### config.mk
export PLATFORM = sky130hd
export DESIGN_NAME = instr_fifo_arbiter
export DESIGN_NICKNAME = d
export VERILOG_FILES = /design/src/rtl/instr_fifo_arbiter.sv
export SDC_FILE = /design/constraint.sdc
export NUM_CORES = 1
export LEC_CHECK = 0
export BUFFER_PORTS_ARGS = -buffer_cell sky130_fd_sc_hd__buf_4
export CORE_ASPECT_RATIO = 1.4
export CORE_MARGIN = 2
export CORE_UTILIZATION = 47
export CTS_CLUSTER_SIZE = 40
export DETAILED_ROUTE_END_ITERATION = 7
export PLACE_DENSITY = 0.8
export SLEW_MARGIN = 20
export SYNTH_ARGS = -nofsm -noshare
export SYNTH_HDL_FRONTEND = slang
export SYNTH_SLANG_ARGS = --single-unit
### constraint.sdc
create_clock -name clk -period 2.45 [get_ports clk]
set_input_delay 0.49 -clock clk [delete_from_list [all_inputs] [get_ports clk]]
set_output_delay 0.49 -clock clk [all_outputs]
set_load 0.05 [all_outputs]
### src/rtl/instr_fifo_arbiter.sv
// Purpose: shares the prefetch byte FIFO read port among decode-side readers via round-robin ownership grants.
// Latency: grant one cycle after request; each byte is strobed to its popping client one cycle after the pop.
// Backpressure: pops stall while the FIFO is empty, during flush, or when the client is not the owner.
module instr_fifo_arbiter #(
  parameter int NUM_CLIENTS = 3,
  parameter int CNT_W       = 4
) (
  input  logic                   clk,
  input  logic                   reset_n,
  input  logic                   flush,
  input  logic [NUM_CLIENTS-1:0] req,
  output logic [NUM_CLIENTS-1:0] grant,
  input  logic [NUM_CLIENTS-1:0] client_rd_en,
  output logic [NUM_CLIENTS-1:0] client_empty,
  output logic [NUM_CLIENTS-1:0] client_valid,
  output logic [7:0]             rd_data,
  output logic [CNT_W-1:0]       pop_count,
  output logic                   proto_err,
  output logic                   fifo_rd_en,
  input  logic [7:0]             fifo_rd_data,
  input  logic                   fifo_empty
);

  localparam int IDX_W = (NUM_CLIENTS > 1) ? $clog2(NUM_CLIENTS) : 1;
  localparam int CW    = IDX_W + 1;
  localparam logic [CW-1:0]    NUM_L  = CW'(NUM_CLIENTS);
  localparam logic [IDX_W-1:0] LAST_L = IDX_W'(NUM_CLIENTS - 1);

  typedef enum logic {IDLE, OWNED} state_e;

  state_e                 state_q;
  logic [NUM_CLIENTS-1:0] grant_q;
  logic [IDX_W-1:0]       rr_ptr_q;
  logic [CNT_W-1:0]       pop_count_q;
  logic                   popped_q;
  logic [IDX_W-1:0]       owner_q;
  logic                   proto_err_q;

  logic                   pick_vld_d;
  logic [IDX_W-1:0]       pick_d;
  logic [IDX_W-1:0]       rr_ptr_d;
  logic [NUM_CLIENTS-1:0] grant_d;
  logic [IDX_W-1:0]       own_idx;
  logic [CW-1:0]          cand;

  // Round-robin search: first requester at or after rr_ptr, wrapping modulo NUM_CLIENTS.
  always_comb begin
    pick_vld_d = 1'b0;
    pick_d     = '0;
    cand       = '0;
    for (int i = 0; i < NUM_CLIENTS; i++) begin
      cand = {1'b0, rr_ptr_q} + CW'(i);
      if (cand >= NUM_L) cand = cand - NUM_L;
      if (!pick_vld_d && req[cand[IDX_W-1:0]]) begin
        pick_vld_d = 1'b1;
        pick_d     = cand[IDX_W-1:0];
      end
    end
    rr_ptr_d = (pick_d == LAST_L) ? '0 : pick_d + IDX_W'(1);
    grant_d  = '0;
    grant_d[pick_d] = 1'b1;
  end

  // Encode the one-hot grant so the pop can be tagged with its owner.
  always_comb begin
    own_idx = '0;
    for (int i = 0; i < NUM_CLIENTS; i++) begin
      if (grant_q[i]) own_idx = IDX_W'(i);
    end
  end

  // Pop only through the granted port; non-owner rd_en never reaches the FIFO.
  assign fifo_rd_en   = reset_n & ~fifo_empty & ~flush & (|(client_rd_en & grant_q));
  assign client_empty = ~grant_q | {NUM_CLIENTS{fifo_empty}};
  assign rd_data      = fifo_rd_data;
  assign grant        = grant_q;
  assign pop_count    = pop_count_q;
  assign proto_err    = proto_err_q;

  // Strobe follows the client that popped, even if its grant has since dropped.
  always_comb begin
    client_valid = '0;
    for (int i = 0; i < NUM_CLIENTS; i++) begin
      client_valid[i] = popped_q & (owner_q == IDX_W'(i));
    end
  end

  // Ownership FSM with registered grant, round-robin pointer and per-grant pop counter.
  always_ff @(posedge clk or negedge reset_n) begin
    if (!reset_n) begin
      state_q     <= IDLE;
      grant_q     <= '0;
      rr_ptr_q    <= '0;
      pop_count_q <= '0;
    end else begin
      if (fifo_rd_en && (pop_count_q != {CNT_W{1'b1}})) begin
        pop_count_q <= pop_count_q + CNT_W'(1);
      end
      case (state_q)
        IDLE: begin
          if (pick_vld_d && !flush) begin
            state_q     <= OWNED;
            grant_q     <= grant_d;
            rr_ptr_q    <= rr_ptr_d;
            pop_count_q <= '0;
          end
        end
        OWNED: begin
          // Flush and release share the same exit; rr_ptr is left alone either way.
          if (flush || !(|(req & grant_q))) begin
            state_q <= IDLE;
            grant_q <= '0;
          end
        end
        default: begin
          state_q <= IDLE;
          grant_q <= '0;
        end
      endcase
    end
  end

  // Pop tracking for the next-cycle strobe, plus the sticky protocol-error flag.
  always_ff @(posedge clk or negedge reset_n) begin
    if (!reset_n) begin
      popped_q    <= 1'b0;
      owner_q     <= '0;
      proto_err_q <= 1'b0;
    end else begin
      popped_q <= fifo_rd_en;
      if (fifo_rd_en) owner_q <= own_idx;
      proto_err_q <= proto_err_q | (|(client_rd_en & ~grant_q));
    end
  end

endmodule

# Word-level counts from Yosys, hierarchy flattened
# Index checks and enable logic that the tools add are counted.
# word_totals
ff_bits	14
wordCells	88
input_bits	18
output_inout_bits	23
# op_classes
reduce_logical	16
n_mux	29
eq_ne	6
add_sub_neg	7
bitwise_logic	15
order_cmp	8
# ops
operator	n
2-bit two-way mux	8
2-bit by 3-bit < comparator with 1-bit output (second input constant)	4
4-bit two-way mux	3
1-bit two-way mux	10
3-bit AND	3
3-bit OR reduction	3
1-bit AND	6
1-bit binary-select mux with 2-bit select	3
3-bit by 2-bit >= comparator with 1-bit output (second input constant)	2
3-bit two-way mux	2
3-bit case mux with 2 select lines	1
2-bit subtractor (second input constant)	3
1-bit logical AND	5
4-bit by 1-bit adder with 4-bit output (second input constant)	1
2-bit equality test (second input constant)	2
1-bit zero test	4
4-bit inequality test (second input constant)	1
2-bit AND reduction	2
2-bit by 1-bit adder with 3-bit output (second input constant)	1
2-bit by 2-bit adder with 3-bit output (second input constant)	1
1-bit NOT	3
3-bit NOT	1
3-bit OR	1
2-bit by 1-bit adder with 2-bit output (second input constant)	1
10 further kinds	10

# Longest topological paths before layout
# Gate-level depths: netlist of run 1.
# logic_depth
ltp_word	17
mapped_depth	7
ltp_nobuf	7

# Worst setup path before layout of run 1
# Ideal clock, no wire load.
# synth_path
path_type	reg-to-reg
startpoint	register grant_q[0], in the netlist grant[0]
endpoint	register owner_q[1]
setup_time_ps	125
path_buffers	0
arrival_time_ps	2201
path_stages_with_launch	4
period_less_slack_ps	2326
required_ps	2325
slack_ps	124
cell_sequence	dfrtp_1 > a222oi_1 > nor2_1 > mux2_2
# synth_between
elab_chain_cells	3
# synth_rtl
item	line	text
from (decl)	32	logic [NUM_CLIENTS-1:0] grant_q;
from (signal assigned)	103	grant_q <= grant_d;
3-bit AND	73	assign fifo_rd_en = reset_n & ~fifo_empty & ~flush & (|(client_rd_en & grant_q));
3-bit OR reduction	73	
1-bit AND	73	
net fifo_rd_en	19	output logic fifo_rd_en,
to (signal assigned)	131	if (fifo_rd_en) owner_q <= own_idx;
to (decl)	36	logic [IDX_W-1:0] owner_q;
# The timed path passes the listed nets, and every way through them passes these cells.
# A chain may end at the register's enable or synchronous reset.

# Worst setup path after layout of run 1
# layout_path
startpoint	register rr_ptr_q[0]
endpoint	register grant_q[2], in the netlist grant[2]
# layout_between
elab_chain_cells	17
word_cells_on_any_way	37
classes_between	5 x add/sub; 5 x order compare; 1 x eq/ne; 19 x mux; 7 x reduce/logical
# layout_rtl
item	line	text
from (decl)	33	logic [IDX_W-1:0] rr_ptr_q;
from (signal assigned)	104	rr_ptr_q <= rr_ptr_d;
parallel branches: the longest is 17 deep, another holds 2-bit by 1-bit adder with 3-bit output	--	
# Several ways; the timed one is not identified. The select of a mux whose other input is x is not followed.

==> results of run 1 <==
area by class of cell:
class / instances / area, um^2 / area share (%)
multi-input combinational: 75 / 534 / 46.6
tap: 21 / 26.3 / 2.29
inverter: 5 / 18.8 / 1.64
clock buffer: 3 / 22.5 / 1.96
timing repair buffer: 26 / 195 / 17.0
sequential: 14 / 350 / 30.5
flip-flops by register name (all words and copies together), names as in the netlist:
name,count
grant,3
popped_q,1
pop_count,4
proto_err,1
rr_ptr_q,2
owner_q,2
state_q,1
critical path: cells and delay by family, from the launching register on:
kind	cells	cell delay, ps
flip-flops	1	370
adder cells (fa/ha/maj)	1	360
AO/OA/AOI/OAI	4	840
buffers and inverters	1	80
AND/OR/NAND/NOR	1	230
metal layers:
metal | vias to the layer above | part of all wire [%] | GRT usage [%]
li1 | 402 | - | -
met1 | 394 | 42 | 21.9
met2 | 21 | 54 | 32.7
met3 | 2 | 3.2 | 2.49
met4 | 0 | 0.82 | 7.14
met5 | - | 0 | 0
power by group through the flow:
stage / Clock (mW) / Combinational, mW / Sequential [mW]
2_1_floorplan: 0 / 0.551 / 0.442
3_3_place_gp: 0 / 0.751 / 0.385
3_5_place_dp: 0 / 0.767 / 0.390
4_1_cts: 0.130 / 0.770 / 0.386
5_1_grt: 0.137 / 0.840 / 0.399
6_report: 0.121 / 0.764 / 0.387
Yosys cell counts (2+ instances only):
| master | instances |
|---|---|
| ha_1 | 5 |
| nor2b_1 | 3 |
| dfrtp_1 | 14 |
| buf_4 | 9 |
| and2_1 | 2 |
| o21ai_0 | 3 |
| nor3b_1 | 2 |
| inv_1 | 5 |
| o21ai_1 | 2 |
| nand4_1 | 2 |
| nand2b_1 | 5 |
| o22ai_1 | 2 |
| and3b_1 | 2 |
| nand2_1 | 10 |
| nor2_1 | 9 |
| mux2i_1 | 5 |
worst paths after layout:
path / startpoint / end / slack [ps] / depth (start not counted)
worst min-delay path: reset_n / grant[2]$_DFFE_PN0P_ / 50 / 1
max in group asynchronous: reset_n / grant[1]$_DFFE_PN0P_ / 2230 / 1
min in group clk: flush / state_q$_DFF_PN0_ / 410 / 2
worst min register to register: proto_err$_DFF_PN0_ / proto_err$_DFF_PN0_ / 500 / 2
worst max-delay path: rr_ptr_q[0]$_DFFE_PN0P_ / grant[2]$_DFFE_PN0P_ / 450 / 7
worst max register to register: rr_ptr_q[0]$_DFFE_PN0P_ / grant[2]$_DFFE_PN0P_ / 450 / 7
cell families after synthesis:
logic type                 Yosys count
xor gates and xnor gates             2
AOI/OAI and AO/OA                   23
adders and majority gates            5
DFF                                 14
and+or+nand+nor                     39
buffers and inverters               14
muxes                                6
==> out/qor.csv, run 1 <==
stage;metric;value;unit
yosys;syn_inst;103;
grt;antenna_found_initial;0;
yosys;synth_warnings;0;
yosys;yosys.area.top_type;dfrtp_1;
power;internal-power;0.660;mW
timing;hold_slack;53.6;ps
placement;place_area;1120;um^2
timing;tns;0;ps
power;power.share.combinational;60.1;%
yosys;synth-adder-area-share;6.44;%
yosys;yosysUniqueCellTypes;39;
clock_network;numCtsBuffers;3;
layout;final_cell_mix;buf_4 (26), dfrtp_1 (14), nand2_1 (10);
yosys;synth.ff_latch_count;14;
clock_network;cts_setup_buffers;0;
clock_network;cts.reportedPaths.clkPinSlew;70;ps
drt;postRouteAntennaNets;0;
drt;num_vias;819;
yosys;synth_top_flop_cell;dfrtp_1;
drt;first_iter_violations;13;
yosys;synth_xor_xnor_area_share;1.80;%
layout;final_common_cell;buf_4;
setup_path;required;2610;ps
drt;vias_per_cell;5.69;
setup_path;path_max_fanout;7;
layout;nets;148;
clock_network;h-tree-depth;1;
grt;grtUsageTotal;18.3;%
power;power;1.27;mW
clock_network;root_buffer;clkbuf_4;
power;leakage;0.537;nW
outcome;status;finished, final reports clean;
power;pwr_density_cell;1110;nW/um^2
timing;rsz0062_at_grt;false;
flow_run;cap_violations;0;
yosys;synth_top_family_by_area;simple AND/OR/NAND/NOR gates;
worst_hold_path;hp-class;primary input to asynchronous set/reset pin;
floorplanning;die_x;42.4;um
floorplanning;coreArea;1950;um^2
timing;clock_skew;2.73;ps
yosys;synth.mux.area_fraction;6.31;%
layout;fillers;173;
floorplanning;die_h;57.8;um
layout;fin_area;1150;um^2
placement;place_congestion;0.878;
yosys;synth_compound_area_share;19.1;%
placement;preCtsSetupSlack;462;ps
power;p_sw;0.612;mW
timing;fin_crit_sh;81.6;%
layout;stdcell_count;144;
floorplanning;top_level_ports;41;
grt;gr-total-overflow;0;
yosys;synth_edf_count;0;
setup_path;path_cells;inv_1 -> ha_1 -> and2b_1 -> o21ai_2 -> o2111ai_1 -> o21a_2 -> a2bb2oi_1;
timing;finalSetupViolCount;0;
drt;drc;0;
yosys;synth_top_area_share;36.1;%
yosys;synth-simple-area-share;21.4;%
drt;dr.pass1.iters;4;
timing;hold_viol;0;
timing;tightest_slew;375;ps
layout;n_antenna_cell;0;
setup_path;endpoint_kind;flop;
yosys;seq_area_frac_synth;36.1;%
yosys;synth.area.top_cells;dfrtp_1 (36%), buf_4 (7.0%), ha_1 (6.4%);
setup_path;slowest_delay;370;ps
setup_path;worstSetupPathType;flop to flop;
floorplanning;die_area;2450;um^2
power;switching_share;48.1;%
power;irDropWorstVdd;0.616;mV
timing;fin_crit;2000;ps
grt;grt_pass1_wl;3.62;mm
power;seqPwrFrac;30.4;%
clock_network;cts-resized-gates;0;
setup_path;cp.arrival;2160;ps
yosys;postSynth.asyncResetShare;100;%
layout;layout-drive-gt1-share;30.1;%
drt;wl_per_cell;13.6;um
setup_path;cp-start-kind;flop;
timing;finalWorstSetupSlack;451;ps
floorplanning;num_rows;19;
layout;areaGrowthSynthToFinish;18.2;%
timing;slew_headroom;75.0;%
clock_network;clk_path_buf_depth;2;
power;power_frac_clock;9.5;%
timing;max_freq;500;MHz
yosys;syn_nets;126;
clock_network;cts_sinks;14;
setup_path;critPathSlowestCell;dfrtp_1;
placement;dp_cells;141;
grt;grt_pass1_vias;870;
placement;dpl.hpwl;1.58;mm
clock_network;cts_hold_buf;0;
timing;slew_viol_final;0;
layout;final_util;58.9;%
clock_network;clk_latency;270;ps
clock_network;tritoncts;done;
yosys;avgSynthCellArea;9.43;um^2
floorplanning;start_util;49.8;%
yosys;synth_area;971;um^2
drt;wirelength;1.96;mm
placement;port_buffers;24;
grt;grt_max_degree;16;
(Power assumes the default switching activity.)
==> inputs of run 2 (changes only) <==
--- a/config.mk
+++ b/config.mk
@@ -5,13 +5,14 @@
 export SDC_FILE = /design/constraint.sdc
 export NUM_CORES = 1
 export LEC_CHECK = 0
+export ABC_AREA = 1
 export BUFFER_PORTS_ARGS = -buffer_cell sky130_fd_sc_hd__buf_4
 export CORE_ASPECT_RATIO = 1.4
 export CORE_MARGIN = 2
-export CORE_UTILIZATION = 47
+export CORE_UTILIZATION = 43
 export CTS_CLUSTER_SIZE = 40
 export DETAILED_ROUTE_END_ITERATION = 7
-export PLACE_DENSITY = 0.8
+export PLACE_DENSITY = 0.76
 export SLEW_MARGIN = 20
 export SYNTH_ARGS = -nofsm -noshare
 export SYNTH_HDL_FRONTEND = slang
==> constraint.sdc (replaced) <==
create_clock -name clk -period 1.6 [get_ports clk]
set_input_delay 0.32 -clock clk [delete_from_list [all_inputs] [get_ports clk]]
set_output_delay 0.32 -clock clk [all_outputs]
set_load 0.05 [all_outputs]
==> out/qor.csv, run 2 <==
stage;metric;value;unit;change
outcome;status;finished, violations left;;
outcome;failed_checks;negative setup slack;;
timing;hold_viol;0;;unchanged
clock_network;clk_latency;290;ps;+20 ps
drt;num_vias;1049;;+28%
yosys;synth_xor_xnor_area_share;0;%;-1.8 points
yosys;synth_compound_area_share;6.48;%;-13 points
layout;n_antenna_cell;0;;unchanged
grt;grt-busiest-layer;met2;;
floorplanning;die_h;61.2;um;+5.8%
layout;final_common_cell;nand2_1;;
yosys;syn_nets;172;;+37%
yosys;synth_warnings;0;;unchanged
timing;fin_crit;1700;ps;-296 ps
yosys;synth_top_flop_cell;dfrtp_1;;
clock_network;root_buffer;clkbuf_4;;
yosys;synth_top_family_by_area;simple AND/OR/NAND/NOR gates;;
yosys;yosysUniqueCellTypes;20;;-49%
drt;dr.pass1.iters;6;;+2
floorplanning;coreArea;2200;um^2;+13%
yosys;synth_area;1000;um^2;+3.4%
floorplanning;top_level_ports;41;;unchanged
drt;vias_per_cell;5.17;;-9.1%
timing;slew_headroom;84.0;%;+9.0 points
worst_hold_path;hp-class;primary input to flop;;
timing;max_freq;587;MHz;+17%
layout;nets;205;;+39%
power;pwr_density_cell;1770;nW/um^2;+59%
yosys;synth.mux.area_fraction;0;%;-6.3 points
drt;wirelength;2.51;mm;+28%
yosys;synth_edf_count;0;;unchanged
drt;postRouteAntennaNets;0;;unchanged
clock_network;cts_sinks;14;;unchanged
grt;use_met2;36.6;%;+3.9 points
layout;largest_register_ffs;4;;unchanged
timing;slew_viol_final;0;;unchanged
clock_network;numCtsBuffers;3;;unchanged
timing;clock_skew;0.685;ps;-2.04 ps
grt;met1_usage;19.2;%;-2.7 points
placement;preCtsSetupSlack;-147;ps;-608 ps
placement;dpl.hpwl;1.84;mm;+17%
setup_path;path_max_fanout;5;;-2
grt;grt_max_degree;15;;-1
clock_network;h-tree-depth;1;;unchanged
drt;first_iter_violations;22;;+9
clock_network;clk_path_buf_depth;2;;unchanged
yosys;synth-simple-area-share;34.4;%;+13 points
layout;layout-drive-gt1-share;39.8;%;+9.7 points
setup_path;cp.arrival;1930;ps;-230 ps
timing;finalSetupViolCount;10;;+10
setup_path;r2r_start;rr_ptr_q[0]$_DFFE_PN0P_;;
power;irDropWorstVdd;0.996;mV;+62%
power;leakage;0.762;nW;+42%
grt;grtUsageTotal;18.7;%;+0.41 points
setup_path;cp-start-kind;flop;;
timing;finalWorstSetupSlack;-103;ps;-554 ps
setup_path;endpoint_kind;flop;;
placement;port_buffers;24;;unchanged
worst_hold_path;holdCritStartpoint;client_rd_en[2];;
clock_network;tritoncts;done;;
yosys;synth.ff_latch_count;14;;unchanged
timing;rsz0062_at_grt;true;;
grt;grt_pass1_vias;986;;+13%
flow_run;cap_violations;0;;unchanged
setup_path;crit_start;rr_ptr_q[0]$_DFFE_PN0P_;;
setup_path;worstSetupPathType;flop to flop;;
layout;fillers;205;;+18%
timing;tightest_slew;239;ps;-135 ps
yosys;seq_area_frac_synth;34.9;%;-1.2 points
timing;fin_crit_sh;106;%;+25 points
floorplanning;start_util;45.6;%;-4.2 points
setup_path;required;1820;ps;-790 ps
yosys;syn_inst;149;;+45%
grt;gr-total-overflow;0;;unchanged
drt;wl_per_cell;12.3;um;-9.3%
yosys;yosys.area.top_type;dfrtp_1;;
grt;grt_pass1_wl;3.86;mm;+6.9%
yosys;postSynth.asyncResetShare;100;%;unchanged
clock_network;cts.reportedPaths.clkPinSlew;80;ps;about the same
yosys;synth_top_area_share;34.9;%;-1.2 points
yosys;avgSynthCellArea;6.73;um^2;-29%
yosys;synthTopCellsByCount;nand2_1 (50), inv_1 (24), nand3_1 (15);;
floorplanning;num_rows;20;;+1
floorplanning;die_x;44.8;um;+5.7%
yosys;yosysMostFrequentCell;nand2_1;;
layout;areaGrowthSynthToFinish;37.4;%;
grt;grtUsageMet3;1.47;%;-1.0 points
yosys;synth.area.top_cells;dfrtp_1 (35%), nand2_1 (19%), inv_1 (9.0%);;
floorplanning;die_area;2740;um^2;+12%
placement;place_congestion;0.906;;+3.2%
layout;final_cell_mix;nand2_1 (40), buf_4 (33), inv_1 (21);;
drt;drc;0;;unchanged
grt;antenna_found_initial;0;;unchanged
yosys;synth-adder-area-share;6.23;%;-0.21 points
power;power;2.44;mW;+91%
## run 2: path summary, 6_finish.rpt
kind / to / depth (start not counted) / slack (ps)
max: pop_count[3]$_DFF_PN0_ / 13 / -100
min: proto_err$_DFF_PN0_ / 3 / 280
max reg2reg: pop_count[3]$_DFF_PN0_ / 13 / -100
min reg2reg: proto_err$_DFF_PN0_ / 2 / 510
max in group asynchronous: rr_ptr_q[0]$_DFFE_PN0P_ / 3 / 900
min in group asynchronous: grant[1]$_DFFE_PN0P_ / 3 / 520
## run 2: layout make-up
cell class / count / area (um^2) / share of cell area (%)
Clock buffer: 4 / 36.3 / 2.63
Inverter: 27 / 104 / 7.53
Multi-Input combinational cell: 98 / 553 / 40.1
Sequential cell: 14 / 355 / 25.8
Tap cell: 22 / 27.5 / 2.00
Timing Repair Buffer: 38 / 303 / 22.0
## run 2: power breakdown
group	switching, mW	internal, mW
Combinational	0.963	0.646
Sequential	0.107	0.460
Clock	0.120	0.139
Total	1.19	1.24
## run 2: repair_timing
action                                  in CTS  in global routing
hold buffers                                 1                  0
hold endpoints to repair                    14                  0
cloned                                       0                  0
endpoints found under the setup margin      10                 11
buffers inserted                             1                  1
pin swaps                                    3                 13
resized for setup                            6                 23
## run 2: per-layer routing
layer / share of wire (%) / up-vias / wire length [um]
li1: - / 520 / -
met1: 36 / 488 / 893
met2: 57 / 34 / 1440
met3: 4.9 / 7 / 122
met4: 2.1 / 0 / 53
met5: 0 / - / 0
## run 2: cell families after synthesis
family / Yosys count
AOI/OAI and AO/OA: 11
buffers and inverters: 37
DFF: 14
adders and majority gates: 5
and+or+nand+nor: 82
## run 2: critical path, stage by stage (launching register included)
cell     delay, ps
dfrtp_2        430
inv_2           70
ha_4           290
inv_4           40
nand2_2         50
nand2_2         60
nand2_2         70
nand2_2         60
nor2_4         130
nand2_2         80
nand2_4        100
buf_6          120
nand2_2         40
nor2_1          90
## run 2: per-stage QoR
step / utilization (%) / TNS [ps] / cells / hold slack, ps / instance area, um^2
floorplan: - / -608 / 149 / 24.4 / 1020
global placement: 55.9 / -746 / 196 / 273 / 1230
finish: 62.6 / -723 / 203 / 281 / 1380
CTS: 59.1 / -691 / 202 / 287 / 1300
global route: 62.6 / -1560 / 203 / 297 / 1380
detailed placement: 55.9 / -1120 / 196 / 277 / 1230
